==> src/rtl/postprocess_scheduler.sv <==
// Post-process scheduler: sequences one layer of accumulator beats
// through the bias/ReLU/BN datapath. It supplies the per-channel bias
// with each beat and the BN scale/offset one cycle later so that they
// line up with the datapath's registered ReLU stage.
module postprocess_scheduler #(
    parameter  int POX    = 3,
    parameter  int NUM_OC = 16,
    localparam int ADDR_W = (NUM_OC > 1) ? $clog2(NUM_OC) : 1,
    localparam int DW     = POX * 16
) (
    input  logic              clk,
    input  logic              rst,
    // parameter table write port
    input  logic              cfg_we,
    input  logic [ADDR_W-1:0] cfg_addr,
    input  logic [15:0]       cfg_k,
    input  logic [15:0]       cfg_b,
    input  logic [15:0]       cfg_bias,
    // layer shape
    input  logic [ADDR_W:0]   cfg_num_oc,
    input  logic [15:0]       cfg_beats,
    // run control
    input  logic              start,
    output logic              busy,
    output logic              done,
    // accumulator stream
    input  logic [DW-1:0]     in_data,
    input  logic              in_valid,
    output logic              in_ready,
    // stage-1 feed
    output logic [DW-1:0]     pp_data,
    output logic              pp_valid,
    output logic [DW-1:0]     pp_bias,
    // stage-2 BN parameters
    output logic [15:0]       pp_k,
    output logic [15:0]       pp_b
);

    typedef enum logic [1:0] {
        S_IDLE,
        S_RUN,
        S_DRAIN,
        S_DONE
    } state_t;

    // NUM_OC expressed at counter width; ADDR_W+1 bits always hold it.
    localparam logic [ADDR_W:0] NUM_OC_W = (ADDR_W + 1)'(NUM_OC);

    // Scheduler register plus the 2-cycle datapath.
    localparam logic [1:0] DRAIN_LAST = 2'd2;

    state_t            state;
    logic [15:0]       beat_cnt;
    logic [15:0]       beats_q;
    logic [ADDR_W:0]   oc_cnt;
    logic [ADDR_W:0]   num_oc_q;
    logic [1:0]        drain_cnt;

    logic [15:0]       tbl_k    [NUM_OC];
    logic [15:0]       tbl_b    [NUM_OC];
    logic [15:0]       tbl_bias [NUM_OC];

    logic              accept;
    logic              last_beat;
    logic              last_oc;
    logic              cfg_ok;
    logic              addr_ok;
    logic [ADDR_W-1:0] oc_idx;
    logic [ADDR_W-1:0] kb_idx;

    // in_ready is a registered copy of (state == S_RUN).
    assign accept    = in_ready & in_valid;
    assign last_beat = (beat_cnt == beats_q - 16'd1);
    assign last_oc   = (oc_cnt == num_oc_q - 1'b1);
    assign oc_idx    = oc_cnt[ADDR_W-1:0];

    // A layer is runnable only with 1..NUM_OC channels and a nonzero beat count.
    assign cfg_ok  = (cfg_num_oc != '0) && (cfg_num_oc <= NUM_OC_W) && (cfg_beats != 16'd0);
    assign addr_ok = ({1'b0, cfg_addr} < NUM_OC_W);

    // Run-control FSM with beat/channel counters and registered status outputs.
    always_ff @(posedge clk) begin
        // NOTE: every register here is assigned with <= so all of them sample
        // the pre-edge values; a blocking = would let later lines see new state.
        if (rst) begin
            state     <= S_IDLE;
            beat_cnt  <= '0;
            beats_q   <= '0;
            oc_cnt    <= '0;
            num_oc_q  <= '0;
            drain_cnt <= '0;
            busy      <= 1'b0;
            done      <= 1'b0;
            in_ready  <= 1'b0;
        end else begin
            case (state)
                S_IDLE: begin
                    if (start) begin
                        if (cfg_ok) begin
                            state    <= S_RUN;
                            num_oc_q <= cfg_num_oc;
                            beats_q  <= cfg_beats;
                            beat_cnt <= '0;
                            oc_cnt   <= '0;
                            busy     <= 1'b1;
                            in_ready <= 1'b1;
                        end else begin
                            // Degenerate layer: report completion with no beats.
                            state <= S_DONE;
                            done  <= 1'b1;
                        end
                    end
                end

                S_RUN: begin
                    if (accept) begin
                        if (last_beat) begin
                            beat_cnt <= '0;
                            if (last_oc) begin
                                // Final beat of the layer: stop accepting at once.
                                state     <= S_DRAIN;
                                drain_cnt <= '0;
                                in_ready  <= 1'b0;
                            end else begin
                                oc_cnt <= oc_cnt + 1'b1;
                            end
                        end else begin
                            beat_cnt <= beat_cnt + 16'd1;
                        end
                    end
                end

                S_DRAIN: begin
                    if (drain_cnt == DRAIN_LAST) begin
                        state <= S_DONE;
                        busy  <= 1'b0;
                        done  <= 1'b1;
                    end else begin
                        drain_cnt <= drain_cnt + 2'd1;
                    end
                end

                S_DONE: begin
                    state <= S_IDLE;
                    done  <= 1'b0;
                end

                default: begin
                    state    <= S_IDLE;
                    busy     <= 1'b0;
                    done     <= 1'b0;
                    in_ready <= 1'b0;
                end
            endcase
        end
    end

    // Per-channel parameter table; writable only while idle.
    always_ff @(posedge clk) begin
        // NOTE: this table is cleared on reset on purpose, which forces it into
        // flops; a table that needs no reset value could map to RAM instead.
        if (rst) begin
            for (int i = 0; i < NUM_OC; i++) begin
                tbl_k[i]    <= '0;
                tbl_b[i]    <= '0;
                tbl_bias[i] <= '0;
            end
        end else if (state == S_IDLE && cfg_we && addr_ok) begin
            tbl_k[cfg_addr]    <= cfg_k;
            tbl_b[cfg_addr]    <= cfg_b;
            tbl_bias[cfg_addr] <= cfg_bias;
        end
    end

    // Stage-1 feed on acceptance, then BN parameters one cycle behind it.
    always_ff @(posedge clk) begin
        if (rst) begin
            pp_valid <= 1'b0;
            pp_data  <= '0;
            pp_bias  <= '0;
            pp_k     <= '0;
            pp_b     <= '0;
            kb_idx   <= '0;
        end else begin
            pp_valid <= accept;
            if (accept) begin
                pp_data <= in_data;
                pp_bias <= {POX{tbl_bias[oc_idx]}};
                kb_idx  <= oc_idx;
            end
            if (pp_valid) begin
                pp_k <= tbl_k[kb_idx];
                pp_b <= tbl_b[kb_idx];
            end
        end
    end

endmodule

==> config.mk <==
export PLATFORM = sky130hd
export DESIGN_NAME = postprocess_scheduler
export DESIGN_NICKNAME = d
export VERILOG_FILES = /design/src/rtl/postprocess_scheduler.sv
export SDC_FILE = /design/constraint.sdc
export NUM_CORES = 1
export LEC_CHECK = 0
export ABC_CLOCK_PERIOD_IN_PS = 5400
export BUFFER_PORTS_ARGS = -buffer_cell sky130_fd_sc_hd__clkbuf_2
export CORE_UTILIZATION = 60
export CTS_BUF_LIST = sky130_fd_sc_hd__clkbuf_4 sky130_fd_sc_hd__clkbuf_8
export CTS_CLUSTER_DIAMETER = 30
export DETAILED_ROUTE_END_ITERATION = 16
export MAX_ROUTING_LAYER = met4
export PLACE_DENSITY = 0.88
export SKIP_LAST_GASP = 1
export SLEW_MARGIN = 20
export SYNTH_ARGS = -nofsm -noshare
export SYNTH_HDL_FRONTEND = slang
export SYNTH_SLANG_ARGS = --single-unit
==> constraint.sdc <==
create_clock -name clk -period 5.4 [get_ports clk]
set_input_delay 0.54 -clock clk [delete_from_list [all_inputs] [get_ports clk]]
set_output_delay 0.54 -clock clk [all_outputs]
set_load 0.01 [all_outputs]
==> run metrics, run 1 <==
Core Util, Final=69.7%; distinct cell type count after synthesis=49; leading area contributor after synthesis=edfxtp_1; Max-cap violations=0; GPL Wtd Cong=0.869; DP HPWL=61400 um; status=completed; die area=69200 um^2; CTS tree=yes; area growth from synthesis to layout=14.7%; CP Data Required Time=5.90 ns; Iter 0 DRT Violations=2983; hold path endpoint=pp_b[12]; endpoint type of the worst setup path=register; FP Rows=95; Port Buf Inserts=257; largest incremental delay on the critical path=0.87 ns; Hold Path Depth=2; Syn Inst Count=2790; Num CTS Buffers=159; DRC=0; DRT Pass-1 Iters=5; share of layout cells above drive strength 1=27.0%; die width=263 um; register area share after synthesis=63.9%; clock group share of total power=42.1%; Power Dens Cells=350 nW/um^2; die height=263 um; reg2reg setup slack=1.54 ns; syn avg cell area=14.7 um^2; post-synthesis async set-or-reset flop share=0%; hold_sp=rst; routed len/inst=25.4 um; Slowest-stage cell, CP=or2_2; WL final=104000 um; Max Root-Sink Buffers=3; Root Buffer=clkbuf_8; Yosys top cell area share=56.4%; clock sinks=922; CP Launch Type=register; Yosys reg bits=922; clock skew=0.0380 ns; Worst-Margin Slew=1.12 ns; Post-Layout Cell Count=4070; Final ANT Viol Nets=0; initial core utilization=60.8%; clock slew at reported path FFs=0.06 ns; vias in the first global route=25900; global-route wire length before repair=156000 um; NumNets Final=3202; Max Fclk=259 MHz; synth warn=0; final setup fails=0; Rel. slew slack=25.1%; combinational share of power=8.0%; H-tree Lvls=4; IO Pins=258; crit path kind=register to register; Cell Chain, Critical Path=inv_1 -> ha_1 -> nand2_1 -> or2_2 -> nor2_1 -> nand2_1 -> nor2_4 -> buf_4 -> or2_2 -> buf_4; Max IR drop VDD=0.265 mV; post-layout power=16.4 mW; Sw Ratio=23.9%; Via density=6.20; Post-Route Setup TNS=0 ns; synthesized cell area=40900 um^2; fin crit period=3.86 ns; sequential fraction of design power=49.9%; syn nets=2927; Clk Latency, worst-skew pair=0.83 ns; Final Max Slew Viols=0; most numerous cell in the Yosys netlist=and2_1; Worst Reg-to-Reg Cells=10; grt ovf=0; critical path fanouts, max=49; largest cells by area after synthesis=edfxtp_1 (56%), mux4_2 (13%), and2_1 (12%); largest net degree at the start of global routing=90; EDFF count, synth=768; total track usage=31.3%; RSZ-0062 raised after global routing=no; Tcrit/Tclk final=71.4%; final setup margin=1.54 ns; via count=25200; Hold Violations, Final=0; DP Worst Slack=1.65 ns; Critical Path AT=4.36 ns; synth cell count leaders=and2_1 (788), edfxtp_1 (768), mux4_2 (240), clkbuf_1 (189), nand2_1 (155); Inst Count DP=3707; Core Region=67300 um^2; Leak=17.4 nW; ys flop type=edfxtp_1; design internal power=12.5 mW; reg2reg start=state[1]; initial antenna violation count=3; Worst Hold Class=input pin to register; worst r2r dst=tbl_bias[14][14]; net switching power=3.93 mW
state kept, by name, summed over array words and instances, names as in the netlist, named ones only:
signal	count
kb_idx	4
pp_b	16
pp_bias	16
pp_k	16
tbl_k	256
num_oc_q	5
busy	1
tbl_b	256
beat_cnt	16
tbl_bias	256
state	2
in_ready	1
oc_cnt	5
pp_valid	1
pp_data	48
beats_q	16
drain_cnt	2
done	1
power groups by stage:
stage | clock [mW] | sequential (mW) | combinational [mW]
2_1_floorplan | 0 | 8.29 | 0.783
3_3_place_gp | 0 | 8.30 | 1.16
3_5_place_dp | 0 | 8.33 | 1.22
4_1_cts | 6.95 | 8.19 | 1.28
5_1_grt | 7.26 | 8.21 | 1.39
6_report | 6.91 | 8.19 | 1.31
worst max path at each step:
stage / start / to / cells past startpoint
final: state[1] / tbl_bias[14][14] / 10
after global routing: state[0] / tbl_b[4][15] / 9
after CTS: state[0] / tbl_k[8][10] / 9
after detailed placement: state[0] / tbl_k[8][10] / 9
after global placement: state[0] / tbl_b[4][11] / 9
after floorplan: rst / tbl_b[0][0] / 6
worst max-delay path: cells and delay by family (launching register included):
family | cells | cell delay, ns
buffers and inverters | 3 | 1.04
DFF | 1 | 0.33
and+or+nand+nor | 6 | 1.86
adders and majority gates | 1 | 0.25
stage by stage:
step           hold slack (ns)  cell area (um^2)
2_1_floorplan            0.462             40900
3_3_place_gp             0.441             42700
3_5_place_dp             0.450             42700
4_1_cts                 0.0480             46800
5_1_grt                 0.0821             46900
6_report                 0.111             46900
final cells by class:
type	count	area, um^2
Antenna cell	4	10.0
Clock buffer	214	2680
Clock inverter	75	807
Fill cell	3942	20400
Inverter	15	56.3
Multi-Input combinational cell	1594	13700
Sequential cell	922	26200
Tap cell	873	1090
Timing Repair Buffer	373	2360
cell families (layout without fill, tap and decap cells):
group	Yosys count	after routing	share of synthesized area [%]
and+or+nand+nor	1127	1127	15.7
muxes	297	297	14.6
other	0	4	0
xor gates and xnor gates	39	39	0.835
adders and majority gates	11	11	0.337
buffers and inverters	274	677	2.83
AOI/OAI and AO/OA	120	120	1.69
DFF	922	922	63.9
what timing repair did:
item | in CTS | in global routing
endpoints found under the hold margin | 69 | 0
buffers inserted | 0 | 0
resized for setup | 0 | 0
hold buffers | 69 | 0
metal layers:
metal	global-route usage (%)	routed length [um]	vias up	part of all wire [%]
met2	51.5	52800	1675	51
met4	11.6	3590	0	3.5
met1	37.5	36400	12600	35
met3	7.76	10700	278	10
li1	-	-	10700	-
met5	-	0	-	0
cells in the final DEF (no fill, tap or decap), types with 14 or more instances in the layout:
cell             n
mux4_2         240
buf_4           46
o21ai_0         14
clkbuf_4        42
xor2_1          17
clkinv_1        21
mux2i_1         57
dlygate4sd3_1   69
nor2_1          78
a21oi_1         77
nor3_1          15
nand2_1        154
or2_2           16
xnor2_1         22
bufinv_16       15
inv_1           15
and2_1         787
edfxtp_1       768
clkbuf_8       172
clkbuf_2       256
clkinv_2        17
dfxtp_1        146
(Power assumes the default switching activity.)
==> run 2, diff against run 1 <==
--- a/config.mk
+++ b/config.mk
@@ -5,9 +5,9 @@
 export SDC_FILE = /design/constraint.sdc
 export NUM_CORES = 1
 export LEC_CHECK = 0
-export ABC_CLOCK_PERIOD_IN_PS = 5400
+export ABC_CLOCK_PERIOD_IN_PS = 3500
 export BUFFER_PORTS_ARGS = -buffer_cell sky130_fd_sc_hd__clkbuf_2
-export CORE_UTILIZATION = 60
+export CORE_UTILIZATION = 57
 export CTS_BUF_LIST = sky130_fd_sc_hd__clkbuf_4 sky130_fd_sc_hd__clkbuf_8
 export CTS_CLUSTER_DIAMETER = 30
 export DETAILED_ROUTE_END_ITERATION = 16
==> constraint.sdc (replaced) <==
create_clock -name clk -period 3.5 [get_ports clk]
set_input_delay 0.35 -clock clk [delete_from_list [all_inputs] [get_ports clk]]
set_output_delay 0.35 -clock clk [all_outputs]
set_load 0.01 [all_outputs]
==> run 2 against run 1 <==
Net effect:
- maximum frequency is 19% higher
- final area up 2.2%
- sequential cell count stayed put
- non-clock buffer count increased by 71
- combinational power rose by 61%
- routed wire length up 3.6%
- critical path depth unchanged
- count of clock-buffer cells in the layout up 2
- register-to-register slack worse by 1.3 ns
- clock skew is 0.00080 ns lower
- sequential power increased by 54%
- total power is 56% higher
- critical endpoint is now oc_cnt[4]
- largest power group unchanged
==> run metrics, run 2 (synthesis gave the netlist of run 1 again) <==
IO Pins=258 (unchanged); area growth from synthesis to layout=17.2% (was 14.7%); crit path kind=register to register (unchanged); Max IR drop VDD=0.348 mV (was 0.265 mV); GPL Wtd Cong=0.903 (was 0.869); final setup fails=0 (unchanged); initial antenna violation count=8 (was 3); CTS tree=yes (unchanged); Max Root-Sink Buffers=3 (unchanged); Rel. slew slack=20.6% (was 25.1%); Port Buf Inserts=257 (unchanged); largest registers=tbl_b: 256 flops, tbl_bias: 256 flops, tbl_k: 256 flops (unchanged); die height=270 um (was 263 um); Inst Count DP=3799 (was 3707); Critical Path AT=4.00 ns (was 4.36 ns); Hold Path Depth=2 (unchanged); Final ANT Viol Nets=0 (unchanged); Via density=6.13 (was 6.20); DP HPWL=59000 um (was 61400 um); Root Buffer=clkbuf_8 (unchanged); NumNets Final=3273 (was 3202); largest net degree at the start of global routing=152 (was 90); DRC=0 (unchanged); Post-Layout Cell Count=4216 (was 4070); Power Dens Cells=534 nW/um^2 (was 350 nW/um^2); clock sinks=922 (unchanged); CP Launch Type=register (unchanged); reg2reg start=beats_q[0] (was state[1]); die width=270 um (was 263 um); reg2reg setup slack=0.25 ns (was 1.54 ns); Post-Route Setup TNS=0 ns (unchanged); Worst Hold Class=input pin to register (unchanged); RSZ-0062 raised after global routing=no (unchanged); Hold Violations, Final=0 (unchanged); Iter 0 DRT Violations=3506 (was 2983); fillers=4212 (was 3942); via count=25800 (was 25200); Max Fclk=308 MHz (was 259 MHz); share of layout cells above drive strength 1=27.2% (was 27.0%); die area=72800 um^2 (was 69200 um^2); CP Data Required Time=4.26 ns (was 5.90 ns); clock slew at reported path FFs=0.07 ns (was 0.06 ns); global-route wire length before repair=160000 um (was 156000 um); WL final=107000 um (was 104000 um); Core Util, Final=68.0% (was 69.7%); largest incremental delay on the critical path=0.56 ns (was 0.87 ns); Worst-Margin Slew=1.19 ns (was 1.12 ns); FP Rows=97 (was 95); status=completed (unchanged); Num CTS Buffers=159 (unchanged); CP dominant cell by count=or4_1; most frequent cells in the layout=and2_1 (787), edfxtp_1 (768), clkbuf_2 (256) (unchanged); Core Region=70500 um^2 (was 67300 um^2); grt ovf=0 (unchanged); Slowest-stage cell, CP=nor2b_1 (was or2_2); H-tree Lvls=4 (unchanged); hold_sp=cfg_bias[1] (was rst); hold path endpoint=tbl_bias[15][1] (was pp_b[12]); endpoint type of the worst setup path=register (unchanged); commonest non-fill, non-tap cell in the layout=and2_1 (unchanged); routed len/inst=25.4 um (about the same); critical path fanouts, max=12 (was 49); fin crit period=3.25 ns (was 3.86 ns); clock skew=0.0372 ns (was 0.0380 ns); total track usage=30.5% (was 31.3%); Max-cap violations=0 (unchanged); DRT Pass-1 Iters=5 (unchanged); vias in the first global route=26800 (was 25900); Worst Reg-to-Reg Cells=10 (unchanged); Cell Chain, Critical Path=inv_1 -> ha_1 -> nor2b_1 -> nand2_1 -> or4_1 -> a32oi_1 -> and4_4 -> nand4_2 -> or4_1 -> a21oi_1 (was inv_1 -> ha_1 -> nand2_1 -> or2_2 -> nor2_1 -> nand2_1 -> nor2_4 -> buf_4 -> or2_2 -> buf_4); initial core utilization=58.0% (was 60.8%); worst hold slack=0.0669 ns (was 0.111 ns); worst r2r dst=oc_cnt[4] (was tbl_bias[14][14]); Tcrit/Tclk final=92.8% (was 71.4%); Leak=17.8 nW (was 17.4 nW); Clk Latency, worst-skew pair=0.82 ns (was 0.83 ns); Final Max Slew Viols=0 (unchanged)
-- run 2: layer usage --
metal | global-route usage (%) | vias to the layer above | share of wire [%]
li1 | - | 10800 | -
met1 | 36.5 | 12900 | 34
met2 | 49.8 | 1892 | 50
met3 | 7.61 | 283 | 12
met4 | 12.6 | 0 | 3.3
met5 | - | - | 0
-- run 2: worst max-delay path: cells and delay by family (launching register included) --
family          cells  cell delay [ns]
compound gates      2             0.35
fa+ha+maj           1             0.20
buf+inv             1             0.08
flops               1             0.36
simple gates        6             2.19
-- run 2: what timing repair did --
action | CTS | global route
hold buffers | 116 | 0
buffers inserted | 0 | 0
endpoints found under the hold margin | 641 | 0
gates resized for setup | 0 | 0
-- run 2: area by class of cell --
type	instances	area, um^2	area share, %
tap	940	1180	2.45
clock buffer	216	2740	5.71
multi-input combinational	1594	13700	28.6
sequential	922	26200	54.6
clock inverter	76	880	1.84
antenna	9	22.5	0.0470
inverter	15	56.3	0.117
timing repair buffer	444	3200	6.67
-- run 2: worst max-delay path by stage --
stage | to | from | slack, ns | cells past startpoint
after floorplan | tbl_b[0][0] | state[0] | 0.59 | 8
after global placement | oc_cnt[4] | beats_q[0] | 0.36 | 10
after detailed placement | oc_cnt[4] | beats_q[0] | 0.35 | 10
after CTS | oc_cnt[4] | beats_q[0] | 0.31 | 10
after global routing | oc_cnt[4] | beats_q[0] | 0.07 | 10
final | oc_cnt[4] | beats_q[0] | 0.25 | 10
-- run 2: metrics by stage --
step           total power, mW  worst slack (ns)  cell area, um^2
2_1_floorplan             14.0             0.585            40900
3_5_place_dp              14.8             0.349            43100
3_3_place_gp              14.6             0.356            43100
4_1_cts                   25.6             0.308            47900
5_1_grt                   26.3            0.0727            47900
6_report                  25.6             0.253            47900
-- run 2: power breakdown --
part	internal [mW]	switching, mW	total (mW)
clock network	6.33	4.53	10.9
registers	12.4	0.249	12.6
logic	0.784	1.32	2.11
total	19.5	6.10	25.6
